<file path="config.mk">
export PLATFORM = sky130hd
export DESIGN_NAME = permutation_sequencer_flat
export DESIGN_NICKNAME = d
export VERILOG_FILES = /design/src/rtl/permutation_sequencer_if.sv /design/src/rtl/permutation_sequencer.sv /design/src/flat_wrapper.sv
export SDC_FILE = /design/constraint.sdc
export NUM_CORES = 2
export LEC_CHECK = 0
export BUFFER_PORTS_ARGS = -buffer_cell sky130_fd_sc_hd__buf_2
export CAP_MARGIN = 0
export CORE_UTILIZATION = 35
export DETAILED_ROUTE_END_ITERATION = 16
export SLEW_MARGIN = 10
export SYNTH_ARGS = -nofsm -noshare
export SYNTH_HDL_FRONTEND = slang
export SYNTH_SLANG_ARGS = --single-unit
export TNS_END_PERCENT = 50
</file>
<file path="constraint.sdc">
create_clock -name clock_i -period 2.5 [get_ports clock_i]
set_clock_uncertainty 0.2 [all_clocks]
set_input_delay 0.625 -clock clock_i [delete_from_list [all_inputs] [get_ports clock_i]]
set_output_delay 0.625 -clock clock_i [all_outputs]
set_load 0.01 [all_outputs]
</file>
<file path="src/rtl/permutation_sequencer_if.sv">
// Bus between the AEAD mode controller and the Ascon permutation engine.
// The data_i rate word exists only when ASCON_PERM_ABSORB_EN is defined.
interface permutation_sequencer_if;
   logic             start_i;
   logic [1:0]       rounds_i;
   logic [4:0][63:0] state_i;
`ifdef ASCON_PERM_ABSORB_EN
   logic [63:0]      data_i;
`endif
   logic [4:0][63:0] state_o;
   logic [3:0]       round_o;
   logic             busy_o;
   logic             done_o;

`ifdef ASCON_PERM_ABSORB_EN
   modport slave  (input  start_i, rounds_i, state_i, data_i,
                   output state_o, round_o, busy_o, done_o);
   modport master (output start_i, rounds_i, state_i, data_i,
                   input  state_o, round_o, busy_o, done_o);
`else
   modport slave  (input  start_i, rounds_i, state_i,
                   output state_o, round_o, busy_o, done_o);
   modport master (output start_i, rounds_i, state_i,
                   input  state_o, round_o, busy_o, done_o);
`endif
endinterface

</file>
<file path="src/rtl/permutation_sequencer.sv">
// Iterative Ascon permutation engine running one round per clock (p^12, p^8, p^6).
// Optional macro ASCON_PERM_ABSORB_EN folds data_i into word 0 when a run is loaded.
module permutation_sequencer (
   input logic                    clock_i,
   input logic                    reset_i,
   permutation_sequencer_if.slave bus
);

   typedef enum logic [1:0] {IDLE, RUN, DONE} fsmT;

   fsmT              fsm_q, fsm_d;
   logic [4:0][63:0] sreg_q, sreg_d;
   logic [3:0]       round_q, round_d;
   logic [4:0][63:0] loadState;
   logic [3:0]       firstRound;

   function automatic logic [63:0] ror64(input logic [63:0] x, input int unsigned n);
      return (x >> n) | (x << (64 - n));
   endfunction

   // One full round: constant addition, bitsliced S-box layer, linear diffusion.
   function automatic logic [4:0][63:0] asconRound(input logic [4:0][63:0] s,
                                                   input logic [3:0]       i);
      logic [4:0][63:0] x;
      logic [63:0]      t0, t1, t2, t3, t4;
      x = s;
      x[2][7:0] = x[2][7:0] ^ {4'd15 - i, i};
      x[0] = x[0] ^ x[4];
      x[4] = x[4] ^ x[3];
      x[2] = x[2] ^ x[1];
      t0 = ~x[0] & x[1];
      t1 = ~x[1] & x[2];
      t2 = ~x[2] & x[3];
      t3 = ~x[3] & x[4];
      t4 = ~x[4] & x[0];
      x[0] = x[0] ^ t1;
      x[1] = x[1] ^ t2;
      x[2] = x[2] ^ t3;
      x[3] = x[3] ^ t4;
      x[4] = x[4] ^ t0;
      x[1] = x[1] ^ x[0];
      x[0] = x[0] ^ x[4];
      x[3] = x[3] ^ x[2];
      x[2] = ~x[2];
      x[0] = x[0] ^ ror64(x[0], 19) ^ ror64(x[0], 28);
      x[1] = x[1] ^ ror64(x[1], 61) ^ ror64(x[1], 39);
      x[2] = x[2] ^ ror64(x[2],  1) ^ ror64(x[2],  6);
      x[3] = x[3] ^ ror64(x[3], 10) ^ ror64(x[3], 17);
      x[4] = x[4] ^ ror64(x[4],  7) ^ ror64(x[4], 41);
      return x;
   endfunction

   // Shorter permutations run the tail of the 12-round schedule, so they start mid-way.
   always_comb begin
      firstRound = 4'd0;
      case (bus.rounds_i)
         2'b01:   firstRound = 4'd4;
         2'b10:   firstRound = 4'd6;
         default: firstRound = 4'd0;
      endcase
   end

   always_comb begin
      loadState = bus.state_i;
`ifdef ASCON_PERM_ABSORB_EN
      loadState[0] = bus.state_i[0] ^ bus.data_i;
`endif
   end

   // DONE accepts a new start just like IDLE so runs can chain without a bubble.
   always_comb begin
      fsm_d   = fsm_q;
      sreg_d  = sreg_q;
      round_d = round_q;
      case (fsm_q)
         IDLE, DONE: begin
            if (bus.start_i) begin
               sreg_d  = loadState;
               round_d = firstRound;
               fsm_d   = RUN;
            end else begin
               fsm_d   = IDLE;
            end
         end
         RUN: begin
            sreg_d = asconRound(sreg_q, round_q);
            if (round_q == 4'd11) begin
               fsm_d   = DONE;
            end else begin
               round_d = round_q + 4'd1;
            end
         end
         default: fsm_d = IDLE;
      endcase
   end

   always_ff @(posedge clock_i) begin
      if (reset_i) begin
         fsm_q   <= IDLE;
         sreg_q  <= '0;
         round_q <= 4'd0;
      end else begin
         fsm_q   <= fsm_d;
         sreg_q  <= sreg_d;
         round_q <= round_d;
      end
   end

   assign bus.state_o = sreg_q;
   assign bus.round_o = round_q;
   assign bus.busy_o  = (fsm_q == RUN);
   assign bus.done_o  = (fsm_q == DONE);

endmodule

</file>
<file path="src/flat_wrapper.sv">
// flat-port wrapper written by rule: the top's interface ports become plain ports
module permutation_sequencer_flat 
  (clock_i, reset_i, bus_start_i, bus_rounds_i, bus_state_i, bus_state_o, bus_round_o, bus_busy_o, bus_done_o);
  permutation_sequencer_if bus_i ();
  input logic clock_i;
  input logic reset_i;
  input wire logic [$bits(bus_i.start_i)-1:0] bus_start_i;
  input wire logic [$bits(bus_i.rounds_i)-1:0] bus_rounds_i;
  input wire logic [$bits(bus_i.state_i)-1:0] bus_state_i;
  output wire logic [$bits(bus_i.state_o)-1:0] bus_state_o;
  output wire logic [$bits(bus_i.round_o)-1:0] bus_round_o;
  output wire logic [$bits(bus_i.busy_o)-1:0] bus_busy_o;
  output wire logic [$bits(bus_i.done_o)-1:0] bus_done_o;
  assign bus_i.start_i = bus_start_i;
  assign bus_i.rounds_i = bus_rounds_i;
  assign bus_i.state_i = bus_state_i;
  assign bus_state_o = bus_i.state_o;
  assign bus_round_o = bus_i.round_o;
  assign bus_busy_o = bus_i.busy_o;
  assign bus_done_o = bus_i.done_o;
  permutation_sequencer u_core (.clock_i(clock_i), .reset_i(reset_i), .bus(bus_i));
endmodule
</file>
==> summary.md <==
| Metric | Value |
|---|---|
| Final-report hold violation count | 0 |
| Final period utilization | 101.2% |
| Crit Path Max Fanout | 2 |
| GRT Total Usage | 39.11% |
| FILL cells | 8020 |
| Distinct cells, synth | 34 |
| Via-to-Cell Ratio | 5.472 |
| Failing checks | setup timing |
| Clock-pin slew on the worst setup and hold paths | 60 ps |
| RSZ-0062 raised after global routing | true |
| Worst setup path class | reg2reg |
| Mean post-synth cell area | 7.979 um2 |
| Max-cap violation count | 0 |
| CTS Buffer Depth | 3 |
| Final nets | 5126 |
| Slew Limit Fails | 0 |
| CTS Buf Count | 44 |
| CTS Sinks | 326 |
| Chip height | 284.4 um |
| Routed wire length | 164000 um |
| Critical path arrival | 2790 ps |
| Startpoint Class | register |
| Sequential fraction of the synthesis area | 23.38% |
| Die ar. | 0.08088 mm2 |
| Vias in the first global route | 29807 |
| Fin crit period | 2530 ps |
| Net Count, Synth | 3953 |
| Clk_lat worst skew | 610 ps |
| Final instance area | 0.03895 mm2 |
| Pre-CTS setup slack | -378.9 ps |
| R2R Setup Slk | -30 ps |
| Synth warnings | 0 |
| Slew @ Worst Pin | 900.2 ps |
| Antenna Violating Nets Remaining | 0 |
| # IOs | 651 |
| DRC errors left | 0 |
| First-pass GRT wire length | 224400 um |
| Gpl congestion | 1.132 |
| CTS tree | yes |
| Final cell utilization of the core | 49.31% |
| Via count | 31478 |
| Layout cells sized above 1 | 32.61% |
| Post-synthesis register bit count | 326 |
| Headroom to the max-slew limit | 39.56% |
| CP required | 2760 ps |
| Fmax | 395.3 MHz |
| CTS H-tree depth | 2 |
| Sequential Area | 0.006539 mm2 |
| Clock root buffer | clkbuf_16 |
| Dpl hpwl | 136700 um |
| Routed wire per std cell | 28.50 um |
| Status | complete, but fails checks |
| Cell area after synthesis | 0.02791 mm2 |
| Starting DRT DRC Count | 3443 |
| Inst Count DP | 5673 |
| Hold Crit Class | in2reg |
| Final worst-path setup slack | -30.01 ps |
| Site Rows | 103 |
| # setup viols final | 5 |
| Mapped Cells | 3498 |
| Area growth, synth to finish | 39.57% |
| Multi-input gate area | 0.02049 mm2 |
| First-pass DRT Iterations | 6 |
| Horiz. Die Dim | 284.4 um |
| Post-Place Cell Area | 0.03726 mm2 |
| Post-CTS Hold Fix Bufs | 0 |
| Largest net degree at the start of global routing | 128 |
| Initial antenna violation count | 8 |
| Initial Util | 35.33% |
| Area of the core | 0.07900 mm2 |
| Final Non-Filler Cells | 5753 |
| # port buffers | 650 |
| Crit. End Element | register |
| Global route overflow | 0 |
[flip-flops by register name (all words and copies together), names as in the netlist]
name                count
u_core.bus.state_o    320
u_core.bus.round_o      4
u_core.fsm_q            2
[timing repair]
item | 4_1_cts | 5_1_grt
setup endpoints to repair | 31 | 22
buffers inserted | 1 | 2
pin swaps | 1 | 4
gates resized for setup | 25 | 21
[synth_stat cells]
master     count  area, um2
xnor2_1      835       7313
nand2_1      438       1644
nor2_1       388       1456
dfxtp_1      326       6526
xor2_1       306       2680
a211oi_1     218       1637
clkbuf_1     166      623.1
a21oi_1      143      715.7
inv_1        139      521.8
ha_1         130       1627
a31o_2        98      858.3
o21ai_0       75      375.4
a311oi_1      64      560.5
a22oi_1       30      225.2
o22ai_1       21      131.4
mux2i_1       14      140.1
a31oi_1       13      81.33
o21a_1        13      97.59
maj3_1        10      100.1
nor3_1        10      50.05
a2111oi_2      8      120.1
buf_1          8      30.03
and3_1         7      43.79
nand3b_1       7      52.55
xnor2_2        6      97.59
o211ai_1       5      37.54
or3_1          5      31.28
xor2_2         4      65.06
nand2b_1       3      18.77
nor2b_1        3      18.77
buf_2          2      10.01
and3_4         1      11.26
inv_2          1      3.750
nand4_1        1      6.260
[path summary, 6_finish.rpt]
path / startpoint / depth (start not counted) / end
min reg2reg: u_core.bus.state_o[133] / 2 / u_core.bus.state_o[133]
max: u_core.bus.state_o[91] / 8 / u_core.bus.state_o[209]
min: bus_state_i[180] / 3 / u_core.bus.state_o[180]
max reg2reg: u_core.bus.state_o[91] / 8 / u_core.bus.state_o[209]
[kinds of logic after synthesis]
logic type / Yosys count / share of synthesized area [%]
flops: 326 / 23.38
simple gates: 863 / 11.94
compound gates: 688 / 17.34
buf+inv: 316 / 4.259
mux: 14 / 0.5021
xor+xnor: 1151 / 36.39
fa+ha+maj: 140 / 6.186
[per-layer routing]
layer | vias up | share of wire (%) | routed length [um] | GRT usage (%)
met5 | - | 0.021 | 34 | 0
met4 | 6 | 6.8 | 11080 | 22.65
met3 | 420 | 9.5 | 15580 | 7.400
met2 | 1757 | 44 | 72650 | 61.62
met1 | 15248 | 39 | 64610 | 49.67
li1 | 14047 | - | - | -
[worst max-delay path, cell delays in order, from the launching register on]
cell,delay [ps]
dfxtp_1,510
inv_1,130
ha_1,330
xnor2_1,160
xnor2_1,420
buf_4,250
xnor2_1,140
xnor2_1,140
o22ai_1,100
[final cells by class]
cell class	instances	area share [%]
well taps	1050	3.373
multi-input cells	2856	52.61
inverters	140	1.368
clock inverters	9	0.2088
flip-flops and latches	326	16.79
clock buffers	67	3.363
diodes	2	0.01285
repair buffers	1303	22.28
[cell usage in the layout (no fill, tap or decap), types with 21 or more instances in the layout]
| cell type | netlist | layout |
|---|---|---|
| clkbuf_16 | 0 | 46 |
| ha_1 | 130 | 129 |
| buf_2 | 2 | 649 |
| buf_12 | 0 | 41 |
| xnor2_1 | 835 | 806 |
| xnor2_2 | 6 | 34 |
| a31o_2 | 98 | 98 |
| a21oi_1 | 143 | 143 |
| buf_4 | 0 | 612 |
| dfxtp_1 | 326 | 316 |
| xor2_1 | 306 | 301 |
| nand2_1 | 438 | 438 |
| a311oi_1 | 64 | 64 |
| inv_1 | 139 | 139 |
| o22ai_1 | 21 | 21 |
| a22oi_1 | 30 | 30 |
| nor2_1 | 388 | 387 |
| a211oi_1 | 218 | 218 |
| o21ai_0 | 75 | 75 |
[per-stage QoR]
| step | setup TNS [ps] | hold WS, ps |
|---|---|---|
| floorplan | 0 | 324.8 |
| global placement | -2398 | 295.3 |
| detailed placement | -2782 | 306.8 |
| CTS | -38.48 | 65.67 |
| global route | -57.64 | 85.08 |
| finish | -95.30 | 78.08 |
Power is not shown: default switching activity piles up to over one toggle a cycle in this logic, so the estimate is an artifact.
